### src/rtl/uart_rx.sv
// uart_rx: 8N1-style serial receiver with mid-bit sampling, done tick and framing-error pulse
module uart_rx #(
    parameter int DATA_BITS   = 8,
    parameter int SYNC_STAGES = 2
) (
    input  logic                 clk_i,
    input  logic                 rst_i,
    input  logic                 rx_i,
    input  logic [15:0]          baud_div,
    output logic [DATA_BITS-1:0] dout_o,
    output logic                 rx_done_tick_o,
    output logic                 frame_err_o,
    output logic                 busy_o
);
    typedef enum logic [2:0] {IDLE, START, DATA, STOP, BREAK} state_t;
    localparam logic [3:0] LAST_BIT = 4'(DATA_BITS - 1);
    state_t                 state_q, state_d;
    logic [SYNC_STAGES-1:0] sync_q, sync_d;
    logic [15:0]            cnt_q, cnt_d, div_q, div_d;
    logic [3:0]             bit_q, bit_d;
    logic [DATA_BITS-1:0]   sh_q, sh_d, dout_q, dout_d;
    logic                   done_q, done_d, err_q, err_d, busy_q, busy_d;
    logic                   rx_s;
    assign rx_s           = sync_q[SYNC_STAGES-1];
    assign sync_d         = {sync_q[SYNC_STAGES-2:0], rx_i};
    assign dout_o         = dout_q;
    assign rx_done_tick_o = done_q;
    assign frame_err_o    = err_q;
    assign busy_o         = busy_q;
    always_comb begin
        state_d = state_q;
        cnt_d   = cnt_q;
        div_d   = div_q;
        bit_d   = bit_q;
        sh_d    = sh_q;
        dout_d  = dout_q;
        done_d  = 1'b0;
        err_d   = 1'b0;
        case (state_q)
            IDLE: if (!rx_s) begin
                state_d = START;
                cnt_d   = '0;
                div_d   = baud_div;
            end
            START: if (cnt_q == (div_q >> 1) - 16'd1) begin
                cnt_d   = '0;
                bit_d   = '0;
                state_d = rx_s ? IDLE : DATA;
            end else begin
                cnt_d = cnt_q + 16'd1;
            end
            DATA: if (cnt_q == div_q - 16'd1) begin
                cnt_d   = '0;
                sh_d    = {rx_s, sh_q[DATA_BITS-1:1]};
                bit_d   = bit_q + 4'd1;
                state_d = (bit_q == LAST_BIT) ? STOP : DATA;
            end else begin
                cnt_d = cnt_q + 16'd1;
            end
            STOP: if (cnt_q == div_q - 16'd1) begin
                cnt_d   = '0;
                dout_d  = rx_s ? sh_q : dout_q;
                done_d  = rx_s;
                err_d   = !rx_s;
                state_d = rx_s ? IDLE : BREAK;
            end else begin
                cnt_d = cnt_q + 16'd1;
            end
            BREAK: state_d = rx_s ? IDLE : BREAK;
            default: state_d = IDLE;
        endcase
        busy_d = (state_d != IDLE);
    end
    always_ff @(posedge clk_i) begin
        if (rst_i) begin
            state_q <= IDLE;
            sync_q  <= '1;
            cnt_q   <= '0;
            div_q   <= '0;
            bit_q   <= '0;
            sh_q    <= '0;
            dout_q  <= '0;
            done_q  <= 1'b0;
            err_q   <= 1'b0;
            busy_q  <= 1'b0;
        end else begin
            state_q <= state_d;
            sync_q  <= sync_d;
            cnt_q   <= cnt_d;
            div_q   <= div_d;
            bit_q   <= bit_d;
            sh_q    <= sh_d;
            dout_q  <= dout_d;
            done_q  <= done_d;
            err_q   <= err_d;
            busy_q  <= busy_d;
        end
    end
endmodule

### config.mk
export PLATFORM = sky130hd
export DESIGN_NAME = uart_rx
export DESIGN_NICKNAME = d
export VERILOG_FILES = /design/src/rtl/uart_rx.sv
export SDC_FILE = /design/constraint.sdc
export NUM_CORES = 1
export LEC_CHECK = 0
export BUFFER_PORTS_ARGS = -buffer_cell sky130_fd_sc_hd__buf_2
export CAP_MARGIN = 10
export CORE_ASPECT_RATIO = 2
export CORE_MARGIN = 2
export CORE_UTILIZATION = 50
export DETAILED_ROUTE_END_ITERATION = 16
export PLACE_DENSITY = 0.81
export SLEW_MARGIN = 20
export SYNTH_ARGS = -nofsm -noshare
export SYNTH_HDL_FRONTEND = slang
export SYNTH_SLANG_ARGS = --single-unit
### constraint.sdc
create_clock -name clk_i -period 3.3 [get_ports clk_i]
set_clock_uncertainty 0.05 [all_clocks]
set_input_delay 0.33 -clock clk_i [delete_from_list [all_inputs] [get_ports clk_i]]
set_output_delay 0.33 -clock clk_i [all_outputs]
set_load 0.005 [all_outputs]
==> qor.txt, run 1 <==
Result of the run: completed
F_max: 308 MHz
# port buffers: 29
Floorplan Core Area: 6940 um2
Most common cell after layout, fill and taps aside: sky130_fd_sc_hd__nand2_1
Grt met2 use: 0.469
Initial antenna violation count: 0
Worst Min Path Start: rx_i
RePlAce Congestion: 0.894
Standby leakage power: 1.81 nW
Worst reg2reg startpoint: div_q[2]
Tightest Pin Transition: 873 ps
Master of the slowest instance on the critical path: sky130_fd_sc_hd__or4b_4
Part of the total power dissipated in the clock network: 0.480
Count of hold-fix buffers inserted at cts: 0
Initial drt markers: 158
CP Capture Type: flop
Antenna fix cells: 0
Clock H-tree levels: 3
Residual overflow from global routing: 0
Worst-case setup margin in the final layout: 48.1 ps
Via count: 3617
Combined global-route utilization of all metal layers: 0.261
Post-Synthesis Mean Instance Area: 7.87 um2
Register area share after synthesis: 0.333
First-pass GRT wire length: 16100 um
X dimension of the die: 64.0 um
Final count of pins violating max slew: 0
Worst Setup Path Type: reg2reg
First-pass iteration count of the detailed router: 5
Final setup violating endpoints: 0
Area growth from synthesis to final layout: 21.2%
Final core occ: 0.629
HPWL after detailed placement: 6930 um
Number of buffers added by the clock tree synthesis step: 9
WP data required: 3460 ps
Cell internal power dissipation: 0.00147 W
Share of post-route cells with drive strength above 1: 0.199
Cells traversed along the worst timing path: inv_4, ha_4, or4b_4, or3_4, or4_4, a2111oi_4, buf_4, nand4_4, mux2i_1, nor2_1
DP Worst Slack: -99.1 ps
Highest-count cells in the layout ignoring fill and taps: sky130_fd_sc_hd__nand2_1 (71), sky130_fd_sc_hd__dfxtp_1 (58), sky130_fd_sc_hd__nor2_1 (42), sky130_fd_sc_hd__buf_2 (29), sky130_fd_sc_hd__a31oi_1 (26)
Drt total wl: 10300 um
Count of cells along the worst hold path: 2
Cell count after synthesis: 458
Setup repair after global routing missed its margin: yes
Number of distinct library cell variants in the gate-level netlist after synthesis: 56
Number of global-route vias before repair: 3534
Number of I/O pins: 30
Ys async rst share: 0
Net Sw Power: 0.000506 W
Seq cells post-synth: 60
Tightest slew margin relative to the limit: 0.416
Number of nets still failing antenna checks after routing: 0
Reg power frac: 0.379
Post-synth EDFFs: 0
Worst supply voltage drop on vdd: 0.000425 V
Post-route setup TNS: 0 ps
Cell area after synthesis: 3600 um2
Power density over cell area: 453 nW/um2
Most Used Layer, Global Route: met2
Sort of element at the start of the critical path: flop
Reg2reg path depth: 10
Worst r2r dst: dout_o[4]
Worst min path class: in2reg
Share of total power in combinational logic: 0.141
GR Layer Usage met3: 0.0560
Data arrival time of the critical path: 3410 ps
Worst-case register-to-register setup slack: 50 ps
Cell Rows: 43
Initial standard-cell utilization of the core: 0.519
Synthesis warning total: 0
Crit share post-route: 0.985
Flip-flop cell with the highest count after synthesis: sky130_fd_sc_hd__dfxtp_1
Switching Fraction: 0.255
Worst hold slack: 126 ps
Num Clock Sinks: 60
Hold-critical path endpoint: sync_q[0]
Worst skew pair latency: 340 ps
Number of remaining DRC errors: 0
Deepest clock path buffer count: 2
DIE HEIGHT: 124 um
Syn Nets: 481
Routed WL per cell: 17.6 um
Per-cell via count in the routed design: 6.21
Worst-path maximum fanout: 8
Clock transition at the registers of the reported paths: 50 ps
Final Hold Viols: 0
Area of the die: 7940 um2
Count of nets after finishing: 510
Post-route minimum period: 3250 ps
Layout fillers: 581
Peak per-stage delay on the critical path: 510 ps
Largest net degree at the start of global routing: 47
Number of violations of the max-capacitance limit: 0
CTS tree: done
Root buffer selected by CTS: sky130_fd_sc_hd__clkbuf_16
Met1 track utilization from global routing: 0.247
[cells by family (layout without fill, tap and decap cells)]
family,count (synthesis),in the layout,synth area share
AO/OA/AOI/OAI,89,91,0.175
XOR/XNOR,34,34,0.0865
adder cells (fa/ha/maj),4,4,0.0139
buffers and inverters,48,79,0.0552
flip-flops,60,60,0.333
multiplexers,20,20,0.0559
AND/OR/NAND/NOR,203,204,0.280
[Yosys cell counts, types with 4 or more instances]
master,number,area [um2]
sky130_fd_sc_hd__a211oi_1,4,30.0
sky130_fd_sc_hd__a21oi_1,24,120
sky130_fd_sc_hd__a31oi_1,26,163
sky130_fd_sc_hd__and3_1,9,56.3
sky130_fd_sc_hd__clkbuf_1,28,105
sky130_fd_sc_hd__dfxtp_1,60,1200
sky130_fd_sc_hd__ha_1,4,50.1
sky130_fd_sc_hd__inv_1,12,45.0
sky130_fd_sc_hd__mux2i_1,19,190
sky130_fd_sc_hd__nand2_1,71,267
sky130_fd_sc_hd__nand2b_1,5,31.3
sky130_fd_sc_hd__nand3_1,15,75.1
sky130_fd_sc_hd__nand4_1,7,43.8
sky130_fd_sc_hd__nor2_1,42,158
sky130_fd_sc_hd__nor3_1,12,60.1
sky130_fd_sc_hd__nor3b_1,6,45.0
sky130_fd_sc_hd__nor4_1,9,56.3
sky130_fd_sc_hd__o21ai_0,4,20.0
sky130_fd_sc_hd__or2_2,4,25.0
sky130_fd_sc_hd__or3_1,6,37.5
sky130_fd_sc_hd__or4_1,5,37.5
sky130_fd_sc_hd__xnor2_1,20,175
sky130_fd_sc_hd__xor2_1,13,114
[cell type report]
| type | instances | area (um2) | share of cell area |
|---|---|---|---|
| Clock inverter | 4 | 47.5 | 0.0109 |
| Sequential cell | 60 | 1210 | 0.276 |
| Clock buffer | 12 | 256 | 0.0587 |
| Tap cell | 90 | 113 | 0.0258 |
| Multi-Input combinational cell | 353 | 2380 | 0.546 |
| Inverter | 12 | 47.5 | 0.0109 |
| Timing Repair Buffer | 51 | 314 | 0.0719 |
[critical path, delay by kind of cell (launching register included)]
kind,cells,cell delay [ps]
flops,1,340
simple gates,5,1660
compound gates,1,380
mux,1,270
fa+ha+maj,1,130
buf+inv,2,280
[sequential cells by signal (all words and copies together) (netlist names), 2 cells and up]
name,flops
bit_q,4
cnt_q,16
div_q,16
dout_o,8
sh_q,8
state_q,3
sync_q,2
[through the flow]
step / instance area (um2) / total power [W] / std cells
final: 4370 / 0.00198 / 582
after global routing: 4370 / 0.00204 / 582
after CTS: 4220 / 0.00196 / 577
after detailed placement: 3890 / 0.00100 / 561
after global placement: 3890 / 0.000995 / 561
after floorplan: 3650 / 0.000947 / 458
[repair_timing]
action,4_1_cts,5_1_grt
gates resized for setup,4,15
setup buffers,0,2
cloned,0,3
pin swaps,1,5
setup endpoints to repair,28,29
[layer usage]
layer	share of wire	wire length, um
met2	0.55	5620
met5	0	0
met3	0.049	504
met4	0.068	697
met1	0.34	3440
[how the worst max path moves through the flow]
stage                   from   endpoint  slack (ps)  cells past startpoint
floorplan           div_q[2]   cnt_q[0]         -70                     12
global placement    div_q[2]     busy_o         -20                      9
detailed placement  div_q[2]  cnt_q[15]        -100                     10
CTS                 div_q[2]     busy_o         0.4                      9
global route        div_q[2]  dout_o[0]         -70                     10
finish              div_q[2]  dout_o[4]          50                     10
[power by group through the flow]
stage | sequential (W) | clock (W) | combinational, W
floorplan | 0.000756 | 0 | 0.000191
global placement | 0.000764 | 0 | 0.000231
detailed placement | 0.000764 | 0 | 0.000239
CTS | 0.000749 | 0.000963 | 0.000249
global route | 0.000751 | 0.000985 | 0.000304
finish | 0.000751 | 0.000950 | 0.000279
(Power assumes the default switching activity.)
==> inputs of run 2 (changes only) <==
Settings changed: CTS_CLUSTER_SIZE set to 24, RECOVER_POWER set to 25.
==> qor.txt, run 2 (synthesis results as in run 1) <==
Result of the run: completed
Worst skew pair latency: 340 ps
RePlAce Congestion: 0.894
Area of the die: 7940 um2
Number of violations of the max-capacitance limit: 0
Final Hold Viols: 0
Worst r2r dst: dout_o[4]
Worst hold slack: 126 ps
First-pass GRT wire length: 16100 um
Post-route setup TNS: 0 ps
Standby leakage power: 1.80 nW
Count of hold-fix buffers inserted at cts: 0
CTS tree: done
Post-route minimum period: 3250 ps
Number of global-route vias before repair: 3534
Tightest slew margin relative to the limit: 0.416
Num Clock Sinks: 60
First-pass iteration count of the detailed router: 5
Reg power frac: 0.379
Initial drt markers: 157
Data arrival time of the critical path: 3410 ps
Largest net degree at the start of global routing: 47
Power density over cell area: 454 nW/um2
Worst Setup Path Type: reg2reg
Cell Rows: 43
Initial antenna violation count: 0
Tightest Pin Transition: 873 ps
Switching Fraction: 0.256
Highest-count cells in the layout ignoring fill and taps: sky130_fd_sc_hd__nand2_1 (71), sky130_fd_sc_hd__dfxtp_1 (58), sky130_fd_sc_hd__nor2_1 (42), sky130_fd_sc_hd__a31oi_1 (26), sky130_fd_sc_hd__buf_2 (26)
Worst supply voltage drop on vdd: 0.000425 V
# port buffers: 29
Count of nets after finishing: 510
Per-cell via count in the routed design: 6.22
HPWL after detailed placement: 6930 um
Sort of element at the start of the critical path: flop
Via count: 3618
Largest registers ranked by flip-flop count: cnt_q x16, div_q x16
Final count of pins violating max slew: 0
Clock transition at the registers of the reported paths: 50 ps
Final setup violating endpoints: 0
Crit share post-route: 0.986
F_max: 307 MHz
Number of remaining DRC errors: 0
Worst-path maximum fanout: 8
Worst Min Path Start: rx_i
Cell internal power dissipation: 0.00147 W
Net Sw Power: 0.000506 W
Number of I/O pins: 30
Clock H-tree levels: 3
Worst reg2reg startpoint: div_q[2]
Hold-critical path endpoint: sync_q[0]
Area after DPL: 3890 um2
X dimension of the die: 64.0 um
Floorplan Core Area: 6940 um2
Routed WL per cell: 17.6 um
CP Capture Type: flop
Number of buffers added by the clock tree synthesis step: 9
Initial standard-cell utilization of the core: 0.519
Most common cell after layout, fill and taps aside: sky130_fd_sc_hd__nand2_1
Part of the total power dissipated in the clock network: 0.480
Number of nets still failing antenna checks after routing: 0
Setup repair after global routing missed its margin: yes
Combined global-route utilization of all metal layers: 0.261
Root buffer selected by CTS: sky130_fd_sc_hd__clkbuf_16
Worst-case register-to-register setup slack: 50 ps
Reg2reg path depth: 10
Drt total wl: 10300 um
Final Cell Area: 4360 um2
Residual overflow from global routing: 0
Deepest clock path buffer count: 2
WP data required: 3460 ps
Share of post-route cells with drive strength above 1: 0.193
Antenna fix cells: 0
Count of cells along the worst hold path: 2
DIE HEIGHT: 124 um
Share of total power in combinational logic: 0.141
Area growth from synthesis to final layout: 21.1%
Worst min path class: in2reg
run 2: cell count changes in the layout (fill, tap and decap cells not counted), sizes merged:
cell    previous run  this run
buf               51        48
clkbuf            12        15
run 2: worst max path at each step:
stage / start / endpoint / slack [ps] / cells past startpoint
finish: div_q[2] / dout_o[4] / 50 / 10
global route: div_q[2] / dout_o[0] / -70 / 10
CTS: div_q[2] / busy_o / 0.4 / 9
detailed placement: div_q[2] / cnt_q[15] / -100 / 10
global placement: div_q[2] / busy_o / -20 / 9
floorplan: div_q[2] / cnt_q[0] / -70 / 12
run 2: critical path, cell delays in order (launching register included):
cell	delay [ps]
sky130_fd_sc_hd__dfxtp_4	340
sky130_fd_sc_hd__inv_4	60
sky130_fd_sc_hd__ha_4	130
sky130_fd_sc_hd__or4b_4	510
sky130_fd_sc_hd__or3_4	400
sky130_fd_sc_hd__or4_4	470
sky130_fd_sc_hd__a2111oi_4	380
sky130_fd_sc_hd__buf_4	220
sky130_fd_sc_hd__nand4_4	230
sky130_fd_sc_hd__mux2i_1	270
sky130_fd_sc_hd__nor2_1	50
run 2: layout make-up:
| type | count | area [um2] |
|---|---|---|
| inverter | 12 | 47.5 |
| clock buffer | 12 | 256 |
| clock inverter | 4 | 47.5 |
| sequential | 60 | 1210 |
| multi-input combinational | 353 | 2380 |
| tap | 90 | 113 |
| fill | 584 | 2580 |
| timing repair buffer | 51 | 310 |
run 2: timing repair:
item / in CTS / in global routing
endpoints found under the setup margin: 28 / 29
hold endpoints to repair: 0 / 0
cloned: 0 / 3
pin swaps: 1 / 5
buffers inserted: 0 / 2
gates resized for setup: 4 / 15
run 2: routing by layer:
metal / vias to the layer above / wire (um) / track usage
met1: 1719 / 3450 / 0.247
met5: - / 0 / 0
met3: 52 / 485 / 0.0560
met4: 0 / 724 / 0.223
met2: 148 / 5610 / 0.469
li1: 1699 / - / -
run 2: stage by stage:
stage / power, W / instances / util / worst slack [ps]
4_1_cts: 0.00196 / 577 / 0.608 / 0.379
2_1_floorplan: 0.000947 / 458 / - / -67.6
5_1_grt: 0.00204 / 582 / 0.629 / -67.7
3_3_place_gp: 0.000995 / 561 / 0.560 / -15.4
3_5_place_dp: 0.00100 / 561 / 0.560 / -99.1
6_report: 0.00198 / 582 / 0.629 / 45.8
run 2: power groups by stage:
stage / registers [W] / clock network (W) / logic [W]
floorplan: 0.000756 / 0 / 0.000191
global route: 0.000751 / 0.000985 / 0.000304
finish: 0.000751 / 0.000950 / 0.000279
CTS: 0.000749 / 0.000963 / 0.000249
global placement: 0.000764 / 0 / 0.000231
detailed placement: 0.000764 / 0 / 0.000239
==> inputs of run 3 (changes only) <==
--- a/constraint.sdc
+++ b/constraint.sdc
@@ -4,2 +4,2 @@
 set_output_delay 0.33 -clock clk_i [all_outputs]
-set_load 0.005 [all_outputs]
+set_load 0.02 [all_outputs]
==> qor.txt, run 3 (synthesis results as in run 1) <==
Worst supply voltage drop on vdd: 0.000425 V
Routed WL per cell: 17.6 um
Antenna fix cells: 0
Initial standard-cell utilization of the core: 0.519
Count of nets after finishing: 510
F_max: 307 MHz
Final core occ: 0.627
Via count: 3619
Initial drt markers: 156
CP Capture Type: flop
Root buffer selected by CTS: sky130_fd_sc_hd__clkbuf_16
Power density over cell area: 455 nW/um2
Standby leakage power: 1.76 nW
Area of the die: 7940 um2
CTS tree: done
Worst min path class: in2reg
Post-route minimum period: 3260 ps
# port buffers: 29
Post-route setup TNS: 0 ps
Number of buffers added by the clock tree synthesis step: 9
Worst-case setup margin in the final layout: 44.1 ps
Initial antenna violation count: 0
DP Worst Slack: -99.1 ps
Combined global-route utilization of all metal layers: 0.261
# placed instances: 561
Floorplan Core Area: 6940 um2
First-pass GRT wire length: 16100 um
Tightest slew margin relative to the limit: 0.411
Largest registers ranked by flip-flop count: cnt_q x16, div_q x16
Overall power of the completed layout: 0.00198 W
Deepest clock path buffer count: 2
Final setup violating endpoints: 0
Final count of pins violating max slew: 0
Worst Setup Path Type: reg2reg
Sort of element at the start of the critical path: flop
Clock transition at the registers of the reported paths: 50 ps
Clock H-tree levels: 3
Drt total wl: 10200 um
Number of I/O pins: 30
Number of global-route vias before repair: 3534
Worst-path maximum fanout: 8
First-pass iteration count of the detailed router: 5
Number of violations of the max-capacitance limit: 0
HPWL after detailed placement: 6930 um
RePlAce Congestion: 0.894
Worst skew pair latency: 340 ps
Most common cell after layout, fill and taps aside: sky130_fd_sc_hd__nand2_1
Crit share post-route: 0.987
Largest net degree at the start of global routing: 47
Data arrival time of the critical path: 3410 ps
Result of the run: completed
Final Hold Viols: 0
Share of post-route cells with drive strength above 1: 0.177
Setup repair after global routing missed its margin: yes
Tightest Pin Transition: 880 ps
Per-cell via count in the routed design: 6.22
Num Clock Sinks: 60
DIE HEIGHT: 124 um
Area growth from synthesis to final layout: 20.8%
WP data required: 3460 ps
Highest-count cells in the layout ignoring fill and taps: sky130_fd_sc_hd__nand2_1 (71), sky130_fd_sc_hd__dfxtp_1 (58), sky130_fd_sc_hd__nor2_1 (42), sky130_fd_sc_hd__a31oi_1 (26), sky130_fd_sc_hd__a21oi_1 (24)
Number of remaining DRC errors: 0
Residual overflow from global routing: 0
Post-Layout Cell Count: 582
Number of nets still failing antenna checks after routing: 0
X dimension of the die: 64.0 um
Cell Rows: 43
run 3: cell count changes in the layout (fill, tap and decap cells not counted):
cell and delta:
sky130_fd_sc_hd__buf_2 -8, sky130_fd_sc_hd__clkbuf_1 +8
run 3: per-stage QoR:
| step | cell area [um2] | hold WS, ps |
|---|---|---|
| 2_1_floorplan | 3650 | 339 |
| 3_3_place_gp | 3890 | 344 |
| 3_5_place_dp | 3890 | 352 |
| 4_1_cts | 4220 | 123 |
| 5_1_grt | 4350 | 139 |
| 6_report | 4350 | 127 |
run 3: final timing paths:
path,end,from,cells past startpoint,slack (ps)
worst max-delay path,dout_o[4],div_q[2],10,40
worst min-delay path,sync_q[0],rx_i,2,130
worst max register to register,dout_o[4],div_q[2],10,40
worst min register to register,sync_q[1],sync_q[0],1,360
run 3: power breakdown:
| part | leakage, nW | internal (W) | switching [W] |
|---|---|---|---|
| logic | 1.13 | 0.000116 | 0.000163 |
| clock network | 0.149 | 0.000622 | 0.000328 |
| registers | 0.486 | 0.000735 | 0.0000153 |
| total | 1.76 | 0.00147 | 0.000506 |
run 3: final cells by class:
| type | count | area [um2] |
|---|---|---|
| Clock buffer | 12 | 256 |
| Clock inverter | 4 | 47.5 |
| Fill cell | 590 | 2590 |
| Inverter | 12 | 47.5 |
| Multi-Input combinational cell | 353 | 2380 |
| Sequential cell | 60 | 1210 |
| Tap cell | 90 | 113 |
| Timing Repair Buffer | 51 | 300 |
run 3: per-layer routing:
metal	vias up	wire, um	global-route usage
li1	1700	-	-
met1	1700	3410	0.247
met2	163	5610	0.469
met3	56	515	0.0560
met4	0	708	0.223
met5	-	0	0
run 3: critical path: stages (launching register included):
cell                        delay [ps]
sky130_fd_sc_hd__dfxtp_4           340
sky130_fd_sc_hd__inv_4              60
sky130_fd_sc_hd__ha_4              130
sky130_fd_sc_hd__or4b_4            510
sky130_fd_sc_hd__or3_4             400
sky130_fd_sc_hd__or4_4             470
sky130_fd_sc_hd__a2111oi_4         380
sky130_fd_sc_hd__buf_4             220
sky130_fd_sc_hd__nand4_4           230
sky130_fd_sc_hd__mux2i_1           270
sky130_fd_sc_hd__nor2_1             50
run 3: what timing repair did:
action	4_1_cts	5_1_grt
endpoints found under the hold margin	0	0
pin swaps	1	5
hold buffers	0	0
setup buffers	0	2
setup endpoints to repair	28	29
resized for setup	4	15
cloned	0	3
